### src/rtl/regfile_pkg.sv
// regfile_pkg: shared regfile address width, register count and write-back entry layout
package regfile_pkg;
  localparam int REG_ADDR_W = 5;
  localparam int NUM_REGS = 32;
  localparam int WB_DATAWIDTH = 32;
  typedef struct packed {
    logic [REG_ADDR_W-1:0] addr;
    logic [WB_DATAWIDTH-1:0] data;
  } wb_entry_t;
endpackage

### src/rtl/wb_fwd_match.sv
// wb_fwd_match: youngest-first match of one read address against the pending write-back entries
module wb_fwd_match import regfile_pkg::*; #(
  parameter int DATAWIDTH = 32,
  parameter int DEPTH = 4,
  parameter int DROP_ZERO = 1
) (
  input  logic [DEPTH-1:0][REG_ADDR_W-1:0] addrs,
  input  logic [DEPTH-1:0][DATAWIDTH-1:0]  datas,
  input  logic [$clog2(DEPTH)-1:0]         head,
  input  logic [$clog2(DEPTH):0]           count,
  input  logic [REG_ADDR_W-1:0]            raddr,
  output logic                             hit,
  output logic [DATAWIDTH-1:0]             data
);
  localparam int PW = $clog2(DEPTH);
  logic [PW-1:0] idx;
  logic blocked;
  assign blocked = DROP_ZERO != 0 && raddr == '0;
  // walk oldest to youngest so the last match (youngest) wins
  always_comb begin
    hit = 1'b0;
    data = '0;
    idx = '0;
    for (int i = 0; i < DEPTH; i++) begin
      idx = head + PW'(i);
      if (i < int'(count) && addrs[idx] == raddr && !blocked) begin
        hit = 1'b1;
        data = datas[idx];
      end
    end
  end
endmodule

### src/rtl/regfile_wb_queue.sv
// regfile_wb_queue: FIFO of datapath results draining one per cycle into the regfile write port
// Define WB_BYPASS_EN to forward youngest pending values to the snooped read addresses.
module regfile_wb_queue import regfile_pkg::*; #(
  parameter int DATAWIDTH = 32,
  parameter int DEPTH = 4,
  parameter int DROP_ZERO = 1
) (
  input  logic                    clk,
  input  logic                    rst,
  input  logic                    in_valid,
  output logic                    in_ready,
  input  logic [REG_ADDR_W-1:0]   in_reg,
  input  logic [DATAWIDTH-1:0]    in_data,
  input  logic                    stall,
  output logic                    write,
  output logic [REG_ADDR_W-1:0]   writeReg,
  output logic [DATAWIDTH-1:0]    writeData,
  input  logic [REG_ADDR_W-1:0]   readReg1,
  input  logic [REG_ADDR_W-1:0]   readReg2,
  output logic                    fwd1_hit,
  output logic [DATAWIDTH-1:0]    fwd1_data,
  output logic                    fwd2_hit,
  output logic [DATAWIDTH-1:0]    fwd2_data,
  output logic [$clog2(DEPTH):0]  count,
  output logic                    empty,
  output logic                    full
);
  localparam int PW = $clog2(DEPTH);
  logic [PW:0] wr_ptr, rd_ptr;
  logic [DEPTH-1:0][REG_ADDR_W-1:0] addr_q;
  logic [DEPTH-1:0][DATAWIDTH-1:0] data_q;
  logic push, store;
  assign count = wr_ptr - rd_ptr;
  assign empty = wr_ptr == rd_ptr;
  assign full = wr_ptr[PW-1:0] == rd_ptr[PW-1:0] && wr_ptr[PW] != rd_ptr[PW];
  assign in_ready = !full;
  assign push = in_valid && in_ready;
  // register-0 results complete the handshake but are never stored
  assign store = push && !(DROP_ZERO != 0 && in_reg == '0);
  assign write = !empty && !stall;
  assign writeReg = addr_q[rd_ptr[PW-1:0]];
  assign writeData = data_q[rd_ptr[PW-1:0]];
  always_ff @(posedge clk or posedge rst) begin
    if (rst) begin
      wr_ptr <= '0;
      rd_ptr <= '0;
    end else begin
      if (store) wr_ptr <= wr_ptr + 1'b1;
      if (write) rd_ptr <= rd_ptr + 1'b1;
    end
  end
  always_ff @(posedge clk) begin
    if (store) begin
      addr_q[wr_ptr[PW-1:0]] <= in_reg;
      data_q[wr_ptr[PW-1:0]] <= in_data;
    end
  end
`ifdef WB_BYPASS_EN
  wb_fwd_match #(.DATAWIDTH(DATAWIDTH), .DEPTH(DEPTH), .DROP_ZERO(DROP_ZERO)) u_fwd1 (
    .addrs(addr_q), .datas(data_q), .head(rd_ptr[PW-1:0]), .count(count),
    .raddr(readReg1), .hit(fwd1_hit), .data(fwd1_data)
  );
  wb_fwd_match #(.DATAWIDTH(DATAWIDTH), .DEPTH(DEPTH), .DROP_ZERO(DROP_ZERO)) u_fwd2 (
    .addrs(addr_q), .datas(data_q), .head(rd_ptr[PW-1:0]), .count(count),
    .raddr(readReg2), .hit(fwd2_hit), .data(fwd2_data)
  );
`else
  logic unused_rd;
  assign unused_rd = ^{readReg1, readReg2};
  assign fwd1_hit = 1'b0;
  assign fwd2_hit = 1'b0;
  assign fwd1_data = '0;
  assign fwd2_data = '0;
`endif
endmodule
### config.mk
export PLATFORM = sky130hd
export DESIGN_NAME = regfile_wb_queue
export DESIGN_NICKNAME = d
export VERILOG_FILES = /design/src/rtl/regfile_pkg.sv /design/src/rtl/wb_fwd_match.sv /design/src/rtl/regfile_wb_queue.sv
export SDC_FILE = /design/constraint.sdc
export NUM_CORES = 1
export LEC_CHECK = 0
export BUFFER_PORTS_ARGS = -buffer_cell sky130_fd_sc_hd__buf_2
export CAP_MARGIN = 10
export CORE_ASPECT_RATIO = 0.8
export CORE_MARGIN = 2
export CORE_UTILIZATION = 57
export DETAILED_ROUTE_END_ITERATION = 10
export GPL_ROUTABILITY_DRIVEN = 1
export HOLD_SLACK_MARGIN = 0.12
export MAX_ROUTING_LAYER = met4
export PLACE_DENSITY = 0.9
export SYNTH_ARGS = -nofsm -noshare
export SYNTH_HDL_FRONTEND = slang
export SYNTH_SLANG_ARGS = --single-unit
### constraint.sdc
create_clock -name clk -period 4.2 [get_ports clk]
set_clock_uncertainty 0.2 [all_clocks]
set_input_delay 0.63 -clock clk [delete_from_list [all_inputs] [get_ports clk]]
set_output_delay 0.63 -clock clk [all_outputs]
set_load 0.02 [all_outputs]
### Word level (Yosys, flattened, before mapping)

Index checks and enable logic that the tools add are counted.

| cells by class | value |
|---|---|
| $add $sub $neg | 3 |
| $lt $le $gt $ge | 3 |
| eq/ne operators | 3 |
| multiplexer cells | 10 |
| reduce and logical (&&, ||, !) cells | 10 |

Operators with widths:

| kind | number |
|---|---|
| $bwmux 128 | 1 |
| $bmux 32 s2 | 1 |
| $demux 32 s2 | 1 |
| $mux 32 | 2 |
| $bwmux 20 | 1 |
| $bmux 5 s2 | 1 |
| $demux 5 s2 | 1 |
| $mux 5 | 2 |
| $add 3x1->3 const B | 2 |
| $lt 2x3->1 const B | 2 |
| $logic_and 1x1->1 | 5 |
| $logic_not 5->1 | 1 |
| $logic_not 1->1 | 4 |
| $eq 3x3->1 | 1 |
| $sub 3x3->3 | 1 |
| $eq 2x2->1 | 1 |
| $ge 2x1->1 const B | 1 |
| $ne 1x1->1 | 1 |

| storage, ports and cells | value |
|---|---|
| bits in registers | 154 |
| input port bits | 51 |
| output and inout bits | 110 |
| logic and storage cells | 39 |

### Depth between registers and ports, before layout

Gate-level depths: netlist (run 1).

| logic depth | value |
|---|---|
| word-level depth | 5 |
| depth in mapped cells | 8 |
| gate-level depth less buffers | 6 |

### Least setup slack after synthesis (run 1)

Ideal clock, no wire load.

| path | value |
|---|---|
| kind | reg2reg |
| start | reg rd_ptr[1] |
| end | reg addr_q[15] in the netlist's numbering, enable pin |
| setup time | 0.378 ns |
| arrival time | 2.036 ns |
| data required time | 3.622 ns |
| path slack | 1.587 ns |
| stages on the path, launching flop included | 7 |
| path buffers | 2 |
| clock period less this slack | 2.613 ns |
| cell sequence | dfrtp_1 -> buf_2 -> buf_2 -> inv_1 -> ha_1 -> a32oi_2 -> and3_2 |

| between the ends | value |
|---|---|
| longest elaborated chain between the ends | 5 |

RTL lines:

| item | line | source |
|---|---|---|
| start: declaration | regfile_wb_queue.sv:29 | `logic [PW:0] wr_ptr, rd_ptr;` |
| start signal: assignment | regfile_wb_queue.sv:49 | `if (write) rd_ptr <= rd_ptr + 1'b1;` |
| $eq 2x2->1 | regfile_wb_queue.sv:35 | `assign full = wr_ptr[PW-1:0] == rd_ptr[PW-1:0] && wr_ptr[PW] != rd_ptr[PW];` |
| $logic_and 1x1->1 | regfile_wb_queue.sv:35 |  |
| $logic_not 1->1 | regfile_wb_queue.sv:36 | `assign in_ready = !full;` |
| $logic_and 1x1->1 | regfile_wb_queue.sv:37 | `assign push = in_valid && in_ready;` |
| $logic_and 1x1->1 | regfile_wb_queue.sv:39 | `assign store = push && !(DROP_ZERO != 0 && in_reg == '0);` |
| end signal: indexed assignment | regfile_wb_queue.sv:54 | `addr_q[wr_ptr[PW-1:0]] <= in_reg;` |
| end: declaration | regfile_wb_queue.sv:30 | `logic [DEPTH-1:0][REG_ADDR_W-1:0] addr_q;` |

No other way between the ends.
A chain may end at the register's enable or synchronous reset.

### Worst setup path after layout (run 1)

| path | value |
|---|---|
| start | reg rd_ptr[0] |
| end | out writeData[24] |

| between the ends | value |
|---|---|
| longest elaborated chain between the ends | 2 |

RTL lines:

| item | line | source |
|---|---|---|
| $bmux 32 s2 | regfile_wb_queue.sv:42 | `assign writeData = data_q[rd_ptr[PW-1:0]];` |
| $mux 32 (not written as such) | regfile_wb_queue.sv:42 |  |
| end: declaration | regfile_wb_queue.sv:17 | `output logic [DATAWIDTH-1:0] writeData,` |

No other way between the ends. The select of a mux whose other input is x is not followed.

==> run summary, run 1 <==
====================================================================================================
Synthesized flop and latch total                                                                 154
Critical Path End Type                                                                   output port
Y dimension of the die                                                                       97.9 um
GRT Residual Overflow                                                                              0
Longest individual stage delay on the worst path                                             0.62 ns
Post-CTS setup buffers                                                                             0
Number of CTS-inserted buffers                                                                    17
Comb power frac                                                                                34.1%
Endpoint required time on the critical path                                                  3.37 ns
Critical-path cell list                                                                 buf_4 -> mux4_2 -> buf_2
Half-perimeter wire length after detailed placement                                          6150 um
Post-placement cell area                                                                   6610 um^2
Buffers on Ports                                                                                  84
Flip-flop cell with the highest count after synthesis                                   sky130_fd_sc_hd__edfxtp_1
Main area contributors after synthesis                                                  sky130_fd_sc_hd__edfxtp_1 (71%), sky130_fd_sc_hd__mux4_2 (13%), sky130_fd_sc_hd__buf_4 (8.1%)
Routed via count                                                                               2,866
Sink count of the clock tree                                                                     154
Number of global-route vias before repair                                                      2,954
EDFF count, synth                                                                                148
Die footprint                                                                            11,900 um^2
GRT Overall Usage                                                                              19.8%
TritonCTS clock tree                                                                             yes
Final Hold Fails                                                                                   0
Detailed router's first-iteration violation count                                                167
Remaining number of nets flagged by the antenna check after routing                                0
Final worst path period share                                                                  72.7%
Run status                                                                              finished clean
Final RePlAce weighted congestion                                                              0.711
Post-DR wirelength/cell                                                                      19.0 um
Maximum ir drop on the vdd rail                                                             0.599 mV
Via density per instance                                                                        5.14
Arrival time reported for the critical path endpoint                                         2.22 ns
Share of flip-flops with an asynchronous set or reset                                          3.90%
Total of max-cap violations                                                                        0
Path class of the lowest-slack min-delay path                                                 in2reg
Drt first pass iters                                                                               4
Total of warnings raised by yosys                                                                  0
Maximum number of pins on one net before global-route repair                                      40
Utilization after layout                                                                       66.8%
Syn avg cell area                                                                          20.7 um^2
Proportion of power drawn by flip-flops and latches                                            38.7%
Critical Path Start Type                                                                   flip-flop
Width of the die                                                                              121 um
Count of nets after finishing                                                                    460
Synthesized netlist cell count                                                                   303
CP Max Fanout                                                                                     39
Share of total power in the clock network                                                      27.2%
Post-synth cell types                                                                             23
Number of cells on the worst reg-to-reg path                                                       5
Power per unit of standard cell area                                                     779 nW/um^2
Reported net switching power                                                                 1.89 mW
Initial antenna violation count                                                                    0
Most used standard cells in the synthesized netlist                                     sky130_fd_sc_hd__edfxtp_1 (148), sky130_fd_sc_hd__buf_4 (68), sky130_fd_sc_hd__mux4_2 (37)
Root Buffer Master                                                                      sky130_fd_sc_hd__clkbuf_16
Part of the Yosys area used for sequential elements                                            73.2%
Final Setup Violations                                                                             0
Count of boundary I/O pins                                                                       161
Worst Setup Path Type                                                                        reg2out
Crit-path slowest cell                                                                  sky130_fd_sc_hd__buf_4
Syn-to-layout area delta                                                                       15.0%
Share of layout cells above drive strength 1                                                   40.3%
Maximum buffer depth of the clock tree                                                             2
Floorplan Core Area                                                                      10,800 um^2
Worst rel slew slack                                                                           32.0%
Drc violations                                                                                     0
Leakage power                                                                                2.68 nW
Hold-critical path depth                                                                           1
Maximum operating frequency                                                                  328 MHz
Share of Yosys cell area claimed by the top area cell type                                     70.8%
Worst Slack Setup Final                                                                      1.15 ns
Switching portion of total power                                                               33.6%
Initial core utilization                                                                       58.1%
Wire length of the first global-routing pass                                               16,100 um
Worst-Skew Late Latency                                                                      0.41 ns
Area of the mapped netlist                                                                 6280 um^2
Total Power                                                                                  5.63 mW
Site Rows                                                                                         34
Clock H-tree levels                                                                                4
Largest area contributor in the synthesized netlist                                     sky130_fd_sc_hd__edfxtp_1
Library cell with the highest instance count after synthesis                            sky130_fd_sc_hd__edfxtp_1
Unrepaired setup endpoints after global routing                                                   no
Final number of max-transition violations                                                          0
Clock period minus worst slack                                                               3.05 ns
Summed negative setup slack over all endpoints                                                  0 ns
Antenna fix cells                                                                                  0
Placement-stage worst setup slack                                                            1.42 ns
Transition time of the tightest slew-check pin                                               1.02 ns
Wire length after detailed routing                                                         10,600 um
Internal power component                                                                     3.74 mW
Post-route cell area                                                                       7220 um^2
Clock-pin slew reported for the worst setup and hold paths after clock tree synthesis        0.06 ns
====================================================================================================
power groups by stage:
stage	clock network (mW)	logic [mW]	registers (mW)
finish	1.53	1.92	2.18
global route	1.61	2.07	2.21
CTS	1.54	1.95	2.19
detailed placement	0	1.93	2.21
global placement	0	1.89	2.18
floorplan	0	1.45	2.17
worst paths after layout:
path	start	endpoint	slack, ns
setup reg to reg	wr_ptr[0]	data_q[114]	1.43
hold reg to reg	rd_ptr[2]	rd_ptr[2]	0.34
hold / removal	in_data[22]	data_q[86]	0.23
setup / recovery	rd_ptr[0]	writeData[24]	1.15
min in group asynchronous	rst	rd_ptr[1]	0.48
max in group asynchronous	rst	rd_ptr[0]	3.10
kinds of logic after synthesis:
kind of cell	share of synthesized area, %
mux	13.5
fa+ha+maj	1.71
other cells	0.0597
compound gates	0.498
simple gates	1.08
flops	73.2
xor+xnor	0.957
buf+inv	8.99
layout make-up:
type                            count  area (um^2)
Multi-Input combinational cell    133         1360
Timing Repair Buffer               88          453
Tap cell                          144          180
Fill cell                         708         3580
Clock buffer                       17          425
Clock inverter                     15          176
Inverter                            7         26.3
Sequential cell                   154         4600
routing by layer:
layer	GRT usage (%)	vias to the layer above	routed length, um
met3	7.42	17	697
met4	7.78	0	136
li1	-	1256	-
met2	30.9	102	5520
met1	23.5	1491	4240
met5	-	-	0
layout by cell type (no fill, tap or decap), types with 2 or more instances in the layout:
cell	synthesis	routed
sky130_fd_sc_hd__clkbuf_16	0	17
sky130_fd_sc_hd__dfrtp_1	6	4
sky130_fd_sc_hd__ha_1	7	7
sky130_fd_sc_hd__buf_2	4	84
sky130_fd_sc_hd__clkinv_2	0	4
sky130_fd_sc_hd__clkinv_4	0	4
sky130_fd_sc_hd__bufinv_16	0	3
sky130_fd_sc_hd__conb_1	1	66
sky130_fd_sc_hd__and3_2	4	4
sky130_fd_sc_hd__xor2_1	2	2
sky130_fd_sc_hd__dfrtp_2	0	2
sky130_fd_sc_hd__edfxtp_1	148	148
sky130_fd_sc_hd__mux4_2	37	37
sky130_fd_sc_hd__clkinvlp_4	0	3
sky130_fd_sc_hd__nand2_1	3	3
sky130_fd_sc_hd__xnor2_1	3	3
sky130_fd_sc_hd__inv_1	7	7
sky130_fd_sc_hd__nor2_1	2	2
sky130_fd_sc_hd__buf_4	68	3
registers in the layout, summed over array words and instances, names as in the netlist:
| name | cells |
|---|---|
| data_q | 128 |
| rd_ptr | 3 |
| addr_q | 20 |
| wr_ptr | 3 |
through the flow:
step / cells / hold WS, ns
3_3_place_gp: 525 / 0.308
3_5_place_dp: 525 / 0.323
4_1_cts: 558 / 0.206
5_1_grt: 558 / 0.211
2_1_floorplan: 368 / 0.221
6_report: 558 / 0.226
repair_timing:
item / 4_1_cts / 5_1_grt
hold buffers: 1 / 0
hold endpoints to repair: 6 / 0
resized for setup: 0 / 0
critical path: cells and delay by family (launching register included):
family	cells	cell delay, ns
multiplexers	1	0.62
buffers and inverters	2	0.81
flip-flops	1	0.36
(Power assumes the default switching activity.)
==> run 2: changes to the inputs <==
--- a/config.mk
+++ b/config.mk
@@ -5,16 +5,17 @@
 export SDC_FILE = /design/constraint.sdc
 export NUM_CORES = 1
 export LEC_CHECK = 0
+export ABC_AREA = 1
 export BUFFER_PORTS_ARGS = -buffer_cell sky130_fd_sc_hd__buf_2
 export CAP_MARGIN = 10
 export CORE_ASPECT_RATIO = 0.8
 export CORE_MARGIN = 2
-export CORE_UTILIZATION = 57
+export CORE_UTILIZATION = 48
 export DETAILED_ROUTE_END_ITERATION = 10
 export GPL_ROUTABILITY_DRIVEN = 1
 export HOLD_SLACK_MARGIN = 0.12
 export MAX_ROUTING_LAYER = met4
-export PLACE_DENSITY = 0.9
+export PLACE_DENSITY = 0.81
 export SYNTH_ARGS = -nofsm -noshare
 export SYNTH_HDL_FRONTEND = slang
 export SYNTH_SLANG_ARGS = --single-unit
==> constraint.sdc (replaced) <==
create_clock -name clk -period 2.8 [get_ports clk]
set_clock_uncertainty 0.2 [all_clocks]
set_input_delay 0.42 -clock clk [delete_from_list [all_inputs] [get_ports clk]]
set_output_delay 0.42 -clock clk [all_outputs]
set_load 0.02 [all_outputs]
==> run 2 against run 1 <==
  * Non-clock buffer count is 51 higher
  * Flip-flop and latch count did not move
  * Sequential power rose by 47%
  * Power up 58%
  * Die area rose by 25%
==> run summary, run 2 <==
====================================================================================================
Run status                                                                              finished clean
Utilization after layout                                                                       59.0%
Synthesized flop and latch total                                                                 154
Flop-to-flop setup slack                                                                     0.43 ns
Initial antenna violation count                                                                    0
Total of warnings raised by yosys                                                                  0
Max reg flops                                                                                    128
Arrival time reported for the critical path endpoint                                         1.98 ns
Most common cell after layout, fill and taps aside                                      sky130_fd_sc_hd__edfxtp_1
Critical Path End Type                                                                   output port
Maximum number of pins on one net before global-route repair                                      47
Part of the Yosys area used for sequential elements                                            68.7%
Detailed router's first-iteration violation count                                                282
Maximum operating frequency                                                                  385 MHz
Clock-pin slew reported for the worst setup and hold paths after clock tree synthesis        0.06 ns
Final RePlAce weighted congestion                                                              0.788
Wire length of the first global-routing pass                                               21,000 um
Drt first pass iters                                                                               5
Clock H-tree levels                                                                                4
GR peak layer                                                                                   met2
Launching instance or port of the critical path                                            rd_ptr[1]
Met1 usage                                                                                     22.6%
Global routing usage on met3                                                                   5.44%
Library cell with the highest instance count after synthesis                            sky130_fd_sc_hd__edfxtp_1
Final number of max-transition violations                                                          0
Power per unit of standard cell area                                                    1110 nW/um^2
Worst Setup Path Type                                                                        reg2out
Share of layout cells above drive strength 1                                                   26.4%
Final worst path period share                                                                  92.7%
Drc violations                                                                                     0
Path class of the lowest-slack min-delay path                                               in2async
Flip-flop cell with the highest count after synthesis                                   sky130_fd_sc_hd__edfxtp_1
Number of cells on the worst reg-to-reg path                                                       8
Die footprint                                                                            14,900 um^2
Clock period minus worst slack                                                               2.60 ns
Site Rows                                                                                         38
Unrepaired setup endpoints after global routing                                                   no
Wire length after detailed routing                                                         13,600 um
EDFF count, synth                                                                                148
Post-CTS setup buffers                                                                             0
Leakage power                                                                                3.07 nW
Post-synth cell types                                                                             28
Critical register-to-register path endpoint                                               data_q[47]
Buffers on Ports                                                                                  84
GRT Residual Overflow                                                                              0
Antenna fix cells                                                                                  0
Main area contributors after synthesis                                                  sky130_fd_sc_hd__edfxtp_1 (66%), sky130_fd_sc_hd__buf_4 (7.4%), sky130_fd_sc_hd__o21ai_0 (4.6%)
Post-DR wirelength/cell                                                                      16.5 um
Y dimension of the die                                                                        110 um
Most used standard cells in the synthesized netlist                                     sky130_fd_sc_hd__edfxtp_1 (148), sky130_fd_sc_hd__nor2_1 (70), sky130_fd_sc_hd__buf_4 (66)
Share of Yosys cell area claimed by the top area cell type                                     66.5%
Final Hold Fails                                                                                   0
Share of flip-flops with an asynchronous set or reset                                          3.90%
TritonCTS clock tree                                                                             yes
Remaining number of nets flagged by the antenna check after routing                                0
Number of cells in the finished layout apart from fillers                                        823
Filler cell count                                                                              1,055
Via density per instance                                                                        5.02
GRT Overall Usage                                                                              19.7%
Syn avg cell area                                                                          13.4 um^2
Half-perimeter wire length after detailed placement                                          7810 um
Hold slack                                                                                  0.276 ns
Maximum buffer depth of the clock tree                                                             2
Critical Path Start Type                                                                   flip-flop
Routed via count                                                                               4,129
Synthesized netlist cell count                                                                   497
# placed instances                                                                               751
Source of the worst register-to-register timing path                                       wr_ptr[0]
Worst-Skew Late Latency                                                                      0.41 ns
Initial core utilization                                                                       49.2%
Final Setup Violations                                                                             0
Area of the mapped netlist                                                                 6680 um^2
CP Max Fanout                                                                                     38
Floorplan Core Area                                                                      13,600 um^2
Global-route track usage on met2                                                               33.8%
Commonest cells after routing, fill and taps aside                                      sky130_fd_sc_hd__edfxtp_1 (148), sky130_fd_sc_hd__buf_2 (84), sky130_fd_sc_hd__nor2_1 (66), sky130_fd_sc_hd__conb_1 (66), sky130_fd_sc_hd__o21ai_0 (62)
Number of CTS-inserted buffers                                                                    17
Width of the die                                                                              136 um
Sink count of the clock tree                                                                     154
Count of boundary I/O pins                                                                       161
Count of nets after finishing                                                                    689
Root Buffer Master                                                                      sky130_fd_sc_hd__clkbuf_16
Endpoint required time on the critical path                                                  2.18 ns
Maximum ir drop on the vdd rail                                                             0.585 mV
Largest area contributor in the synthesized netlist                                     sky130_fd_sc_hd__edfxtp_1
Number of global-route vias before repair                                                      4,142
Syn-to-layout area delta                                                                       20.1%
Total of max-cap violations                                                                        0
====================================================================================================
## run 2: cell count changes after synthesis, sizes merged, moves of 12 or more
cell,change
nor2,+78
o21ai,+74
mux4,-37
o22ai,+37
nand2,+21
inv,+12
## run 2: report_power, final
part	switching, mW	internal, mW	total (mW)
Sequential	0.153	3.06	3.21
Clock	0.939	1.15	2.08
Combinational	2.50	1.10	3.61
Total	3.60	5.31	8.90
## run 2: metal layers
metal	wire length, um	part of all wire (%)
met2	7010	52
met1	5500	40
met3	958	7.0
met4	131	0.96
met5	0	0
## run 2: area by class of cell
type | instances | area [um^2] | area share, %
Inverter | 19 | 73.8 | 0.920
Sequential cell | 154 | 4600 | 57.2
Tap cell | 180 | 225 | 2.81
Clock inverter | 15 | 119 | 1.48
Timing Repair Buffer | 139 | 971 | 12.1
Clock buffer | 17 | 425 | 5.30
Multi-Input combinational cell | 299 | 1620 | 20.2
## run 2: what timing repair did
action | in CTS | in global routing
hold endpoints to repair | 157 | 0
resized for setup | 0 | 0
hold buffers | 40 | 0
## run 2: how the worst max path moves through the flow
stage                       endpoint  slack, ns  cells after the start
after floorplan            addr_q[0]      -0.38                      9
after global placement    data_q[38]       0.50                      8
after detailed placement  data_q[38]       0.43                      8
after CTS                   count[1]       0.14                      4
after global routing        count[1]        0.1                      4
final                       count[1]       0.20                      4
## run 2: cells by family (layout without fill, tap and decap cells)
group           Yosys count  in the layout  synth area share (%)
compound gates          112            112                  10.5
xor+xnor                  2              2                 0.262
fa+ha+maj                 8              8                  1.61
buf+inv                 109            190                  11.2
flops                   154            154                  68.7
other cells               1             66                0.0561
simple gates            111            111                  7.66
## run 2: worst max-delay path, stage by stage, from the launching register on
cell,delay (ns)
sky130_fd_sc_hd__dfrtp_1,0.39
sky130_fd_sc_hd__inv_2,0.06
sky130_fd_sc_hd__buf_4,0.40
sky130_fd_sc_hd__fa_1,0.53
sky130_fd_sc_hd__buf_2,0.19
## run 2: metrics by stage
| stage | area, um^2 | setup TNS [ns] | worst slack [ns] | power, mW |
|---|---|---|---|---|
| after floorplan | 6940 | -56.25 | -0.380 | 5.81 |
| after global routing | 8030 | 0 | 0.0963 | 9.40 |
| after global placement | 7080 | 0 | 0.496 | 6.69 |
| after CTS | 8030 | 0 | 0.140 | 8.97 |
| after detailed placement | 7080 | 0 | 0.435 | 6.83 |
| final | 8030 | 0 | 0.203 | 8.90 |
==> run 3: changes to the inputs <==
--- a/config.mk
+++ b/config.mk
@@ -16,6 +16,7 @@
 export HOLD_SLACK_MARGIN = 0.12
 export MAX_ROUTING_LAYER = met4
 export PLACE_DENSITY = 0.81
+export SETUP_SLACK_MARGIN = 0.02
 export SYNTH_ARGS = -nofsm -noshare
 export SYNTH_HDL_FRONTEND = slang
 export SYNTH_SLANG_ARGS = --single-unit
==> constraint.sdc (replaced) <==
create_clock -name clk -period 2.25 [get_ports clk]
set_clock_uncertainty 0.2 [all_clocks]
set_input_delay 0.3375 -clock clk [delete_from_list [all_inputs] [get_ports clk]]
set_output_delay 0.3375 -clock clk [all_outputs]
set_load 0.02 [all_outputs]
==> run 3 against run 2 <==
  * The flow now finishes with violations (setup timing)
  * Power is 68% higher
  * Critical path depth is 2 higher
  * Flip-flop and latch count stayed put
  * Cell area is 20% higher
  * Worst hold slack worse by 0.090 ns
  * Cell count is 4.6% higher
  * Largest cell class unchanged
  * Global-route usage is 3.2 points higher
  * Setup slack worse by 0.24 ns
==> run summary, run 3 (synthesis results as in run 2) <==
====================================================================================================
Critical Path End Type                                                                   output port
Wire length after detailed routing                                                         18,200 um
Routed via count                                                                               4,506
Wire length of the first global-routing pass                                               23,900 um
Maximum buffer depth of the clock tree                                                             2
Comb power frac                                                                                54.7%
Internal power component                                                                     9.02 mW
Count of nets after finishing                                                                    727
Filler cell count                                                                                852
Syn-to-layout area delta                                                                       44.4%
Number of cells on the worst reg-to-reg path                                                       8
GRT Residual Overflow                                                                              0
Maximum number of pins on one net before global-route repair                                      40
Die footprint                                                                            14,900 um^2
Proportion of power drawn by flip-flops and latches                                            27.4%
Maximum operating frequency                                                                  437 MHz
Clock-pin slew reported for the worst setup and hold paths after clock tree synthesis        0.06 ns
Worst Setup Path Type                                                                        reg2out
Number of cells in the finished layout apart from fillers                                        861
Root Buffer Master                                                                      sky130_fd_sc_hd__clkbuf_16
Post-DR wirelength/cell                                                                      21.1 um
Utilization after layout                                                                       71.0%
Number of CTS-inserted buffers                                                                    17
CP Max Fanout                                                                                      8
Maximum ir drop on the vdd rail                                                             0.863 mV
# placed instances                                                                               754
Unrepaired setup endpoints after global routing                                                  yes
Path class of the lowest-slack min-delay path                                               in2async
Worst-Skew Late Latency                                                                      0.42 ns
Launching instance or port of the critical path                                            rd_ptr[0]
Half-perimeter wire length after detailed placement                                          7990 um
Drc violations                                                                                     0
Endpoint required time on the critical path                                                  1.71 ns
Final Setup Violations                                                                             4
Initial antenna violation count                                                                    0
Share of total power in the clock network                                                      17.9%
Antenna fix cells                                                                                  0
Most common cell after layout, fill and taps aside                                      sky130_fd_sc_hd__edfxtp_1
Final number of max-transition violations                                                          0
Failing checks                                                                          setup timing
Y dimension of the die                                                                        110 um
GRT Overall Usage                                                                              22.9%
Critical path capture point                                                             writeData[14]
Total Power                                                                                  14.9 mW
Source of the worst register-to-register timing path                                       rd_ptr[0]
Count of boundary I/O pins                                                                       161
Share of layout cells above drive strength 1                                                   43.2%
Commonest cells after routing, fill and taps aside                                      sky130_fd_sc_hd__edfxtp_1 (148), sky130_fd_sc_hd__conb_1 (66), sky130_fd_sc_hd__nor2_4 (43), sky130_fd_sc_hd__buf_2 (42), sky130_fd_sc_hd__dlygate4sd3_1 (40)
Hold slack                                                                                  0.185 ns
Leakage power                                                                                3.64 nW
Initial core utilization                                                                       49.2%
Final RePlAce weighted congestion                                                              0.770
Floorplan Core Area                                                                      13,600 um^2
Max reg flops                                                                                    128
Power per unit of standard cell area                                                    1550 nW/um^2
Clock period minus worst slack                                                               2.29 ns
Switching portion of total power                                                               39.6%
Critical register-to-register path endpoint                                               data_q[18]
TritonCTS clock tree                                                                             yes
Sink count of the clock tree                                                                     154
Clock H-tree levels                                                                                4
Flop-to-flop setup slack                                                                     0.14 ns
Number of global-route vias before repair                                                      4,421
Placement-stage worst setup slack                                                           0.112 ns
Buffers on Ports                                                                                  84
Reported net switching power                                                                 5.92 mW
Arrival time reported for the critical path endpoint                                         1.75 ns
Run status                                                                              complete, but fails checks
Remaining number of nets flagged by the antenna check after routing                                0
Total of max-cap violations                                                                        0
Detailed router's first-iteration violation count                                                312
Critical Path Start Type                                                                   flip-flop
Final worst path period share                                                                   102%
Final Hold Fails                                                                                   0
Via density per instance                                                                        5.23
Drt first pass iters                                                                               5
Worst Slack Setup Final                                                                   -0.0385 ns
Site Rows                                                                                         38
Width of the die                                                                              136 um
====================================================================================================
[run 3: power by group through the flow]
stage	clock [mW]	sequential (mW)	combinational [mW]
final	2.67	4.09	8.17
after global routing	2.79	4.13	8.58
after CTS	2.68	4.01	6.29
after detailed placement	0	4.05	4.67
after global placement	0	4.02	4.53
after floorplan	0	4.02	3.32
[run 3: final cells by class]
type,count,area [um^2],share of cell area [%]
tap,180,225,2.33
multi-input combinational,299,2200,22.8
clock inverter,11,100,1.04
inverter,19,95.1,0.985
timing repair buffer,175,1960,20.3
timing repair inverter,2,22.5,0.233
sequential,154,4600,47.6
clock buffer,21,450,4.67
[run 3: worst max-delay path, stage by stage, from the launching register on]
cell	delay, ns
sky130_fd_sc_hd__dfrtp_2	0.44
sky130_fd_sc_hd__buf_12	0.16
sky130_fd_sc_hd__buf_8	0.14
sky130_fd_sc_hd__buf_16	0.16
sky130_fd_sc_hd__o21ai_4	0.17
sky130_fd_sc_hd__o22ai_2	0.11
sky130_fd_sc_hd__buf_6	0.15
[run 3: worst min-delay path by stage]
stage | cells past startpoint | to | slack, ns | from
global route | 3 | rd_ptr[1] | 0.23 | rst
detailed placement | 2 | rd_ptr[2] | 0.06 | rst
finish | 3 | rd_ptr[2] | 0.19 | rst
CTS | 3 | rd_ptr[1] | 0.17 | rst
global placement | 2 | rd_ptr[2] | 0.06 | rst
floorplan | 1 | rd_ptr[0] | -0.07 | rst
[run 3: metrics by stage]
step                      TNS (ns)  instance area (um^2)
after floorplan             -33.94                  7000
after global placement           0                  7250
after detailed placement         0                  7250
after CTS                   -0.107                  8830
after global routing        -0.795                  9650
final                      -0.0825                  9650
[run 3: per-layer routing]
metal	GRT usage, %	share of wire, %
met1	27.3	40
met2	38.9	51
met3	5.03	6.8
met4	8.18	1.7
met5	-	0
[run 3: repair_timing]
item	CTS	global route
setup buffers	8	9
gates resized for setup	136	152
hold endpoints to repair	160	0
setup endpoints to repair	41	43
pin swaps	12	49
gates cloned	9	9
hold buffers	40	0
